`src/rtl/fetch_pkg.sv`:
```
// fetch_pkg
// Shared definitions for the fetch-stage aligner: the NOP filler word,
// line/halfword geometry, the replacement FSM encoding, the lookup result
// record returned by the line buffer, and small halfword helpers.
package fetch_pkg;

    // Instruction driven whenever nothing real is available (addi x0,x0,0)
    localparam logic [31:0] NOP_INSTR = 32'h00000013;

    // Line tag covers address bits [31:3]
    localparam int LINE_AW = 29;

    // An 8-byte line holds four halfwords
    localparam int HW_IDX_W = 2;
    localparam int LINE_W   = 64;

    // Replacement FSM: EMPTY (nothing valid), ONE (CUR only), TWO (CUR+PRV)
    typedef enum logic [1:0] {
        EMPTY = 2'd0,
        ONE   = 2'd1,
        TWO   = 2'd2
    } bufState_e;

    // Result of one tag lookup into the line buffer
    typedef struct packed {
        logic              hit;
        logic [LINE_W-1:0] data;
    } lookupRes_t;

    // A halfword starts a compressed instruction unless its low bits are 11
    function automatic logic isRvc(input logic [15:0] hw);
        return hw[1:0] != 2'b11;
    endfunction

    // Pick halfword idx out of a line (halfword k = bits [16k+15:16k])
    function automatic logic [15:0] getHalf(input logic [LINE_W-1:0] line,
                                            input logic [HW_IDX_W-1:0] idx);
        logic [15:0] hw;
        case (idx)
            2'd0:    hw = line[15:0];
            2'd1:    hw = line[31:16];
            2'd2:    hw = line[47:32];
            default: hw = line[63:48];
        endcase
        return hw;
    endfunction

endpackage

```
`src/rtl/fetch_align_if.sv`:
```
// fetch_align_if
// Instruction-SRAM read-return bus feeding the fetch aligner.
//   isram_cs_ff     : rdata/rdata_adr valid this cycle (read issued last cycle)
//   isram_rdata     : returned 64-bit line
//   isram_rdata_adr : line address [31:3] of isram_rdata
// master = SRAM return side (drives), slave = aligner (receives).
interface fetch_align_if;
    import fetch_pkg::*;

    logic               isram_cs_ff;
    logic [LINE_W-1:0]  isram_rdata;
    logic [LINE_AW-1:0] isram_rdata_adr;

    modport master (
        output isram_cs_ff,
        output isram_rdata,
        output isram_rdata_adr
    );

    modport slave (
        input isram_cs_ff,
        input isram_rdata,
        input isram_rdata_adr
    );

endinterface

```
`src/rtl/fetch_line_buf.sv`:
```
// fetch_line_buf
// Two-entry tagged line buffer (CUR = most recent line, PRV = the one before)
// with a small replacement FSM and a kill that invalidates both entries.
// Ports:
//   clk, cpurst_n          : clock, async active-low reset
//   capEn_i                : capture a returned line this cycle
//   capTag_i, capData_i    : tag and data of the returned line
//   kill_i                 : invalidate both entries (wins over capture)
//   lookupTagA_i/lookupA_o : first tag lookup, CUR has priority on a double hit
//   lookupTagB_i/lookupB_o : second tag lookup, same rules
module fetch_line_buf
    import fetch_pkg::*;
(
    input  logic               clk,
    input  logic               cpurst_n,
    input  logic               capEn_i,
    input  logic [LINE_AW-1:0] capTag_i,
    input  logic [LINE_W-1:0]  capData_i,
    input  logic               kill_i,
    input  logic [LINE_AW-1:0] lookupTagA_i,
    output lookupRes_t         lookupA_o,
    input  logic [LINE_AW-1:0] lookupTagB_i,
    output lookupRes_t         lookupB_o
);

    bufState_e          state_q, state_d;
    logic [LINE_AW-1:0] curTag_q, curTag_d;
    logic [LINE_AW-1:0] prvTag_q, prvTag_d;
    logic [LINE_W-1:0]  curData_q, curData_d;
    logic [LINE_W-1:0]  prvData_q, prvData_d;

    logic curVld;
    logic prvVld;
    logic sameTag;

    // The valid bits are exactly what the FSM state encodes, so they are
    // decoded from it rather than stored separately and risking disagreement.
    assign curVld  = (state_q != EMPTY);
    assign prvVld  = (state_q == TWO);
    assign sameTag = curVld && (capTag_i == curTag_q);

    // Next-state and next-contents: a re-read of the CUR line only refreshes
    // its data, any other line shifts CUR into PRV; kill discards everything.
    always_comb begin
        state_d   = state_q;
        curTag_d  = curTag_q;
        prvTag_d  = prvTag_q;
        curData_d = curData_q;
        prvData_d = prvData_q;
        if (kill_i) begin
            state_d = EMPTY;
        end else if (capEn_i) begin
            if (sameTag) begin
                curData_d = capData_i;
            end else begin
                prvTag_d  = curTag_q;
                prvData_d = curData_q;
                curTag_d  = capTag_i;
                curData_d = capData_i;
                case (state_q)
                    EMPTY:   state_d = ONE;
                    ONE:     state_d = TWO;
                    TWO:     state_d = TWO;
                    default: state_d = ONE;
                endcase
            end
        end
    end

    // FSM state register
    always_ff @(posedge clk or negedge cpurst_n) begin
        if (!cpurst_n) begin
            state_q <= EMPTY;
        end else begin
            state_q <= state_d;
        end
    end

    // Tag and data storage for both entries
    always_ff @(posedge clk or negedge cpurst_n) begin
        if (!cpurst_n) begin
            curTag_q  <= '0;
            prvTag_q  <= '0;
            curData_q <= '0;
            prvData_q <= '0;
        end else begin
            curTag_q  <= curTag_d;
            prvTag_q  <= prvTag_d;
            curData_q <= curData_d;
            prvData_q <= prvData_d;
        end
    end

    // Two independent lookups; CUR wins when both entries match
    always_comb begin
        lookupA_o.hit  = 1'b0;
        lookupA_o.data = '0;
        if (curVld && (curTag_q == lookupTagA_i)) begin
            lookupA_o.hit  = 1'b1;
            lookupA_o.data = curData_q;
        end else if (prvVld && (prvTag_q == lookupTagA_i)) begin
            lookupA_o.hit  = 1'b1;
            lookupA_o.data = prvData_q;
        end
    end

    always_comb begin
        lookupB_o.hit  = 1'b0;
        lookupB_o.data = '0;
        if (curVld && (curTag_q == lookupTagB_i)) begin
            lookupB_o.hit  = 1'b1;
            lookupB_o.data = curData_q;
        end else if (prvVld && (prvTag_q == lookupTagB_i)) begin
            lookupB_o.hit  = 1'b1;
            lookupB_o.data = prvData_q;
        end
    end

endmodule

```
`src/rtl/fetch_align.sv`:
```
// fetch_align
// Fetch-stage instruction aligner. Buffers returned SRAM lines and extracts
// the 16/32-bit instruction at pc, including 32-bit instructions that straddle
// two lines. Extraction only looks at registered lines, so a captured line is
// usable the cycle after it returns.
// Ports:
//   clk, cpurst_n  : clock, async active-low reset
//   isram          : SRAM read-return bus (slave side)
//   pc             : current fetch pc (halfword aligned)
//   fet_kill       : redirect, invalidates the buffer
//   rv32_instr     : aligned instruction, compressed ones zero-extended
//   isrv16         : rv32_instr is compressed
//   instr_valid    : rv32_instr is real, not NOP filler
//   fetch_misalign : straddling instruction is waiting for its upper half
module fetch_align
    import fetch_pkg::*;
(
    input  logic          clk,
    input  logic          cpurst_n,
    fetch_align_if.slave  isram,
    input  logic [31:0]   pc,
    input  logic          fet_kill,
    output logic [31:0]   rv32_instr,
    output logic          isrv16,
    output logic          instr_valid,
    output logic          fetch_misalign
);

    logic [LINE_AW-1:0]  loTag;
    logic [LINE_AW-1:0]  hiTag;
    logic [HW_IDX_W-1:0] hwIdx;
    lookupRes_t          loRes;
    lookupRes_t          hiRes;
    logic [15:0]         loHw;
    logic [15:0]         nextHw;
    logic [15:0]         hiHw;

    // The hi lookup wraps modulo 2^29, so the last line pairs with line 0
    assign loTag = pc[31:3];
    assign hiTag = loTag + {{(LINE_AW-1){1'b0}}, 1'b1};
    assign hwIdx = pc[2:1];

    fetch_line_buf u_lineBuf (
        .clk          (clk),
        .cpurst_n     (cpurst_n),
        .capEn_i      (isram.isram_cs_ff),
        .capTag_i     (isram.isram_rdata_adr),
        .capData_i    (isram.isram_rdata),
        .kill_i       (fet_kill),
        .lookupTagA_i (loTag),
        .lookupA_o    (loRes),
        .lookupTagB_i (hiTag),
        .lookupB_o    (hiRes)
    );

    // nextHw is only consumed when hwIdx < 3, so its wrap at 3 is harmless
    assign loHw   = getHalf(loRes.data, hwIdx);
    assign nextHw = getHalf(loRes.data, hwIdx + 2'd1);
    assign hiHw   = getHalf(hiRes.data, 2'd0);

    // Halfword mux: compressed, in-line 32-bit, or straddling 32-bit whose
    // upper half comes from the following line's halfword 0.
    always_comb begin
        rv32_instr     = NOP_INSTR;
        isrv16         = 1'b0;
        instr_valid    = 1'b0;
        fetch_misalign = 1'b0;
        if (loRes.hit) begin
            if (isRvc(loHw)) begin
                rv32_instr  = {16'h0000, loHw};
                isrv16      = 1'b1;
                instr_valid = 1'b1;
            end else if (hwIdx != 2'd3) begin
                rv32_instr  = {nextHw, loHw};
                instr_valid = 1'b1;
            end else if (hiRes.hit) begin
                rv32_instr  = {hiHw, loHw};
                instr_valid = 1'b1;
            end else begin
                fetch_misalign = 1'b1;
            end
        end
    end

    // Instructions are at least halfword aligned, so pc[0] must stay clear
    pcAlignChk: assert property (@(posedge clk) disable iff (!cpurst_n) pc[0] == 1'b0);

endmodule

```
`src/flat_wrapper.sv`:
```
// flat-port wrapper written by rule: the top's interface ports become plain ports
module fetch_align_flat import fetch_pkg::*;
  (clk, cpurst_n, pc, fet_kill, rv32_instr, isrv16, instr_valid, fetch_misalign, isram_isram_cs_ff, isram_isram_rdata, isram_isram_rdata_adr);
  fetch_align_if isram_i ();
  input  logic clk;
  input  logic cpurst_n;
  input  logic [31:0] pc;
  input  logic fet_kill;
  output logic [31:0] rv32_instr;
  output logic isrv16;
  output logic instr_valid;
  output logic fetch_misalign;
  input wire logic [$bits(isram_i.isram_cs_ff)-1:0] isram_isram_cs_ff;
  input wire logic [$bits(isram_i.isram_rdata)-1:0] isram_isram_rdata;
  input wire logic [$bits(isram_i.isram_rdata_adr)-1:0] isram_isram_rdata_adr;
  assign isram_i.isram_cs_ff = isram_isram_cs_ff;
  assign isram_i.isram_rdata = isram_isram_rdata;
  assign isram_i.isram_rdata_adr = isram_isram_rdata_adr;
  fetch_align u_core (.clk(clk), .cpurst_n(cpurst_n), .isram(isram_i), .pc(pc), .fet_kill(fet_kill), .rv32_instr(rv32_instr), .isrv16(isrv16), .instr_valid(instr_valid), .fetch_misalign(fetch_misalign));
endmodule
```
`config.mk`:
```
export PLATFORM = sky130hd
export DESIGN_NAME = fetch_align_flat
export DESIGN_NICKNAME = d
export VERILOG_FILES = /design/src/rtl/fetch_pkg.sv /design/src/rtl/fetch_align_if.sv /design/src/rtl/fetch_line_buf.sv /design/src/rtl/fetch_align.sv /design/src/flat_wrapper.sv
export SDC_FILE = /design/constraint.sdc
export NUM_CORES = 1
export LEC_CHECK = 0
export CAP_MARGIN = 10
export CORE_MARGIN = 4
export CORE_UTILIZATION = 58
export CTS_BUF_LIST = sky130_fd_sc_hd__clkbuf_2 sky130_fd_sc_hd__clkbuf_4 sky130_fd_sc_hd__clkbuf_8
export CTS_CLUSTER_SIZE = 20
export DETAILED_ROUTE_END_ITERATION = 10
export PLACE_DENSITY = 0.88
export SYNTH_ARGS = -nofsm -noshare
export SYNTH_HDL_FRONTEND = slang
export SYNTH_HIERARCHICAL = 1
export SYNTH_SLANG_ARGS = --single-unit
```
`constraint.sdc`:
```
create_clock -name clk -period 5 [get_ports clk]
set_input_delay 0.75 -clock clk [delete_from_list [all_inputs] [get_ports clk]]
set_output_delay 0.75 -clock clk [all_outputs]
set_load 0.005 [all_outputs]
```
[Word-level counts from Yosys, hierarchy flattened]
Index checks and enable logic that the tools add are counted.
W data, S select, Z words.
Storage, ports and cells
  bits in registers: 188
  input bits: 129
  output and inout port bits: 35
  logic and storage cells: 60
Cells by class
  add/sub/neg operators: 2
  equal/unequal tests: 14
  muxes and demuxes: 24
  bitwise logic cells: 2
  reductions and logical operators: 13
Operators by type and width (number)
  $mux W65: 4
  $eq A29 B29 Y1: 5
  $mux W32: 4
  $pmux W16 S3: 2
  $add A29 B1 Y29 const B: 1
  $mux W1: 10
  $mux W2: 4
  $eq A2 B1 Y1 const B: 3
  $eq A2 B2 Y1 const B: 3
  $ne A2 B2 Y1 const B: 3
  $logic_and A1 B1 Y1: 5
  $logic_not A2 Y1: 2
  $reduce_and A2 Y1: 2
  $reduce_bool A2 Y1: 2
  $reduce_and A3 Y1: 1
  $add A2 B1 Y2 const B: 1
  $not A1 Y1: 2
  $reduce_or A2 Y1: 1

[Longest topological paths before layout]
  depth after elaboration: 9
  depth in mapped cells: 17
  mapped depth without buffers: 13

[By module]
Netlist, hierarchy kept.
Modules (own cells, without submodules)
  fetch_line_buf: instances 1, cells an instance 906, area each 11125.7 µm², sequential area each 4704.5 µm²
  fetch_align: instances 1, cells an instance 221, area each 1707.9 µm², sequential area each 0.0 µm²

[Worst setup path after synthesis]
Ideal clock, no wire load.
  path type: input to output
  start: input pc[14]
  end: output rv32_instr[21]
  data arrival time: 4.038 ns
  required time: 4.250 ns
  path slack: 0.212 ns
  cell stages on the path: 15
  path buffers: 4
  cells stage by stage: nand3_4 or4_4 nor4_1 xor2_1 xor2_1 nor4_1 nand4_1 nor4_1 buf_2 buf_6 a21o_1 clkbuf_1 clkbuf_1 nand3_1 a311oi_1
RTL lines
  from (decl): line flat_wrapper.sv:7  | input logic [31:0] pc;
  to (decl): line flat_wrapper.sv:9  | output logic [31:0] rv32_instr;

==> results.py <==
metrics = {
    "run_status": {
        "status": "finished with violations",
        "violations": "negative setup slack",
    },
    "routing": {
        "avgViaCountPerCell": 6.31,
        "ant_nets": 0,
        "wl_per_cell_um": 24.6,
        "routed_wirelength_um": 38700,
        "dr_total_vias": 9947,
        "drc": 0,
        "drt_iter0_markers": 962,
        "dr.pass1.iters": 5,
    },
    "grt": {
        "grt_max_degree": 114,
        "grt_first_pass_wirelength_um": 56500,
        "track_usage_pct": 32.5,
        "antenna_found_initial": 0,
        "overflow": 0,
        "grt_pass1_vias": 10100,
    },
    "sta": {
        "fin_skew_ps": 16.5,
        "clock.fmax_mhz": 200,
        "setup_ws_ps": -0.185,
        "worst_slew_pin_slew_ps": 910,
        "fin_crit_sh_pct": 100,
        "slew-limit-headroom_pct": 39.3,
        "period_needed_ps": 5000,
        "rsz0062_at_grt": "true",
        "hold_viol_final": 0,
        "final_max_slew_viol_count": 0,
        "setup_viol": 1,
        "holdWs_ps": 383,
    },
    "place": {
        "gp_congestion": 1.02,
        "place_area_um2": 14500,
        "preCtsSetupSlack_ps": -697,
        "port_buffers": 162,
        "hpwl_um": 25900,
    },
    "clocking": {
        "clk_latency_ps": 490,
        "ctsLongestPathBuffers": 2,
        "cts_tree": "built",
        "cts_htree_levels": 4,
        "cts_buffers": 17,
        "clkSinkCount": 188,
        "clk_pin_slew_worst_paths_ps": 110,
        "root_buffer": "clkbuf_8",
    },
    "cells_and_area": {
        "syn_to_final_growth_pct": 31.8,
        "drive_above_1_share_pct": 39.5,
        "stdcell_area_um2": 15700,
        "num-fill-cells": 1198,
        "fin_nets": 1425,
        "antenna_cells": 0,
    },
    "power": {
        "peakVddDrop_mv": 0.214,
        "powerDensity_nw_per_um2": 266,
        "power.leakage_nw": 6.88,
    },
    "critical_path": {
        "cp.required_ps": 4250,
        "cp_max_fo": 8,
        "arrival_ps": 4250,
        "end_kind": "output pin",
        "crit_type": "input pin to output pin",
        "start_kind": "input pin",
    },
    "synth": {
        "synthCells": 1022,
        "yosysWarnings": 6,
        "synth_area_um2": 11900,
        "syn_nets": 1154,
        "avgSynthCellArea_um2": 11.7,
    },
    "floorplanning": {
        "core-area_um2": 20200,
        "die_area_um2": 22900,
        "initial_core_util_pct": 59.0,
        "die_y_um": 151,
        "die_width_um": 151,
        "rows": 52,
        "io-pin-count": 164,
    },
    "job": {
        "drv_cap": 0,
    },
    "hold_path": {
        "hp-class": "input pin to asynchronous set/reset pin",
    },
}
metal layers:
layer | global-route usage (%) | wire length, µm | up-vias
met3 | 5.47 | 3310 | 160
li1 | - | - | 4251
met2 | 51.5 | 17900 | 618
met1 | 42.6 | 14900 | 4916
met4 | 17.9 | 2520 | 2
met5 | 0 | 42 | -
worst max-delay path: stages:
cell             delay, ps
clkdlybuf4s15_1        230
and4_4                 280
nand2_1                 80
or4_2                  560
xnor2_1                300
xnor2_1                170
nand4_1                240
nor4_4                 200
buf_4                  180
buf_12                 110
buf_6                  120
and3_1                 160
mux2_2                 160
nand3_2                 80
a311oi_2               270
buf_4                  150
clkdlybuf4s15_2        200
power by group:
group	total [mW]	internal, mW	switching [mW]
Sequential	2.12	1.81	0.307
Combinational	0.958	0.538	0.420
Clock	1.11	0.488	0.621
area by class of cell:
type	instances	area, µm²	area share (%)
tap	270	338	2.15
inverter	10	37.5	0.239
clock inverter	13	176	1.12
multi-input combinational	749	7340	46.6
sequential	188	4700	29.9
clock buffer	19	255	1.62
timing repair buffer	327	2890	18.4
stage by stage:
stage | power [mW] | util [%] | std cells | TNS [ps]
3_5_place_dp | 3.03 | 71.6 | 1503 | -20700
6_report | 4.19 | 77.8 | 1576 | -0.185
4_1_cts | 4.13 | 76.2 | 1568 | 0
5_1_grt | 4.35 | 77.8 | 1576 | -1610
2_1_floorplan | 2.58 | - | 1022 | 0
3_3_place_gp | 2.98 | 71.6 | 1503 | -21970
cell usage in the layout (no fill, tap or decap), types with 4 or more instances in the layout:
cell type / count
nor4_4: 6
a311oi_2: 13
xnor2_1: 90
nand2b_1: 19
dlygate4sd2_1: 14
inv_8: 4
xnor2_2: 10
nor4_1: 11
and3_1: 92
mux2_2: 180
buf_12: 6
xor2_1: 66
nand3_2: 11
mux2_1: 80
clkbuf_8: 19
inv_1: 9
buf_2: 19
dfrtp_1: 188
nand2_1: 10
clkdlybuf4s15_1: 5
nand3_4: 5
buf_6: 26
mux4_2: 16
a211oi_1: 16
nor4_2: 9
clkdlybuf4s50_1: 100
clkbuf_2: 8
nor2b_1: 20
mux2_4: 6
buf_4: 141
nand4_1: 31
nand3_1: 15
path summary, 6_finish.rpt:
| check | cells past startpoint | to | start | slack, ps |
|---|---|---|---|---|
| worst max-delay path | 17 | rv32_instr[26] | pc[8] | -0.2 |
| worst min-delay path | 1 | u_core/u_lineBuf/curTag_q[16] | cpurst_n | 380 |
| worst max register to register | 6 | u_core/u_lineBuf/curTag_q[1] | u_core/u_lineBuf/curTag_q[26] | 2020 |
| worst min register to register | 1 | u_core/u_lineBuf/prvData_q[56] | u_core/u_lineBuf/prvData_q[56] | 490 |
| max in group asynchronous | 2 | u_core/u_lineBuf/prvTag_q[5] | cpurst_n | 3540 |
| min in group clk | 1 | u_core/u_lineBuf/prvData_q[56] | u_core/u_lineBuf/prvData_q[56] | 490 |
registers in the layout, summed over array words and instances, names as in the netlist:
register                    flops
u_core/u_lineBuf/curTag_q      29
u_core/u_lineBuf/curData_q     64
u_core/u_lineBuf/prvTag_q      29
u_core/u_lineBuf/prvData_q     64
u_core/u_lineBuf/state_q        2
what timing repair did:
action,in CTS,in global routing
endpoints found under the setup margin,35,33
resized for setup,181,117
pin swaps,42,41
gates cloned,2,1
setup buffers,33,14
hold buffers,0,0
No activity file was read; power rests on OpenSTA's default activity.
==> patch: new RTL, same flow settings <==
Put a register stage on the output `isrv16`. The value now appears one clock later. The other outputs are not delayed to match.
--- a/src/rtl/fetch_align.sv
+++ b/src/rtl/fetch_align.sv
@@ -26,4 +26,6 @@
     output logic          fetch_misalign
 );
+
+    logic isrv16_d;
 
     logic [LINE_AW-1:0]  loTag;
@@ -63,5 +65,5 @@
     always_comb begin
         rv32_instr     = NOP_INSTR;
-        isrv16         = 1'b0;
+        isrv16_d       = 1'b0;
         instr_valid    = 1'b0;
         fetch_misalign = 1'b0;
@@ -69,5 +71,5 @@
             if (isRvc(loHw)) begin
                 rv32_instr  = {16'h0000, loHw};
-                isrv16      = 1'b1;
+                isrv16_d    = 1'b1;
                 instr_valid = 1'b1;
             end else if (hwIdx != 2'd3) begin
@@ -86,4 +88,8 @@
     pcAlignChk: assert property (@(posedge clk) disable iff (!cpurst_n) pc[0] == 1'b0);
 
+    always_ff @(posedge clk) begin
+        isrv16 <= isrv16_d;
+    end
+
 endmodule
 
Check against the original RTL: not equivalent (a bounded check fails within 4 cycles, from zero or initial values and one cycle with cpurst_n low).
==> patch against the unedited design <==
Sequential cell count up 1. Design area shrank 1.5%. Worst setup slack better by 0.012 ns. Register-to-register slack got worse by 0.32 ns. Global-route usage is 1.1 points lower. Power down 0.86%. Critical endpoint unchanged. Wire length is 6.0% lower. Final cell count down 1.1%. Largest power group unchanged. First-iteration DRC count fell by 16%. Hold slack got worse by 0.028 ns. Synthesized area rose by 0.17%.
==> patch: results <==
[sta]
finClkSkew_ns = 0.0172

[critical_path]
critPathMaxFanout = 6
crit_family = "buffers and inverters"
crit_slowest_cell = "a311oi_2"
rr_endpoint = "u_core/u_lineBuf/prvData_q[56]"
r2r_setup_slack_ns = 1.70
critical-path-max-stage-delay_ns = 0.35

[detailed_routing]
drt_iter0_drc = 807
num_vias = 9594
wl_per_cell_um = 23.3

[global_routing]
grt_pass1_vias = 9706
grt_max_degree = 124
grt_pass1_wl_um = 54600

[power]
power_leakage_nw = 6.81
vdd_drop_max_mv = 0.168
switching_power_mw = 1.30

[yosys]
syn-instance-count = 1023
syn_nets = 1155

[final_layout]
nFillCells = 1266
drive_above_1_share = 0.377
final_net_count = 1408
layoutNonFillerInstCount = 1559

[placed_design]
dp_slack_ns = -0.719
dpl.cell_count = 1494
place_area_sq_um = 14500
io_buffer_count = 162
dp_hpwl_um = 25900
gp_congestion = 1.03

[run_status]
status = "complete, no violations"
[patch: changes by cell type in the layout (fill, tap and decap cells not counted), moves of 5 or more]
cell and delta:
buf_6 -13, mux2_2 +5, dlygate4sd2_1 +5, buf_4 -13, nand3_1 +8, nand3_2 -5, mux2_4 -5
[patch: how the worst max path moves through the flow]
stage | from | endpoint | slack (ns) | cells past startpoint
final | pc[14] | rv32_instr[26] | 0.01 | 20
after global routing | pc[14] | rv32_instr[28] | -0.05 | 19
after global placement | pc[18] | rv32_instr[16] | -0.66 | 15
after CTS | pc[14] | rv32_instr[7] | 0.002 | 21
after floorplan | pc[14] | rv32_instr[21] | 0.34 | 15
after detailed placement | pc[14] | rv32_instr[28] | -0.72 | 15
[patch: layer usage]
metal	track usage	up-vias	routed length [um]	part of all wire
li1	-	4230	-	-
met1	0.419	4765	14700	0.41
met2	0.515	490	17500	0.48
met3	0.0488	109	2550	0.070
met4	0.128	0	1610	0.044
met5	0	-	0	0
[patch: layout make-up]
class,count,area share
clock buffer,20,0.0178
sequential,189,0.305
tap,270,0.0218
timing repair buffer,309,0.175
clock inverter,12,0.00944
inverter,10,0.00242
multi-input combinational,749,0.469
[patch: worst register-to-register path: cells and delay by family, from the launching register on]
family | cells | cell delay [ns]
xor gates and xnor gates | 1 | 0.19
and+or+nand+nor | 2 | 0.89
muxes | 1 | 0.41
DFF | 1 | 0.48
buffers and inverters | 1 | 0.36
AOI/OAI and AO/OA | 1 | 0.84
[patch: what timing repair did]
item                                   CTS  global route
setup endpoints to repair               34            33
setup buffers                           13            17
resized for setup                      161            74
endpoints found under the hold margin    0             0
cloned                                   3             2
pin swaps                               35            30
[patch: stage by stage]
stage	hold slack, ns	util	TNS, ns
floorplan	0.454	-	0
global placement	0.465	0.715	-18.45
detailed placement	0.472	0.715	-20.16
CTS	0.443	0.752	0
global route	0.460	0.766	-0.407
finish	0.355	0.766	0
[patch: power by group through the flow]
stage	logic [mW]	clock network [mW]	registers [mW]
6_report	0.947	1.09	2.12
4_1_cts	0.925	1.10	2.10
5_1_grt	1.01	1.16	2.14
2_1_floorplan	0.563	0	2.03
3_3_place_gp	0.878	0	2.10
3_5_place_dp	0.906	0	2.13
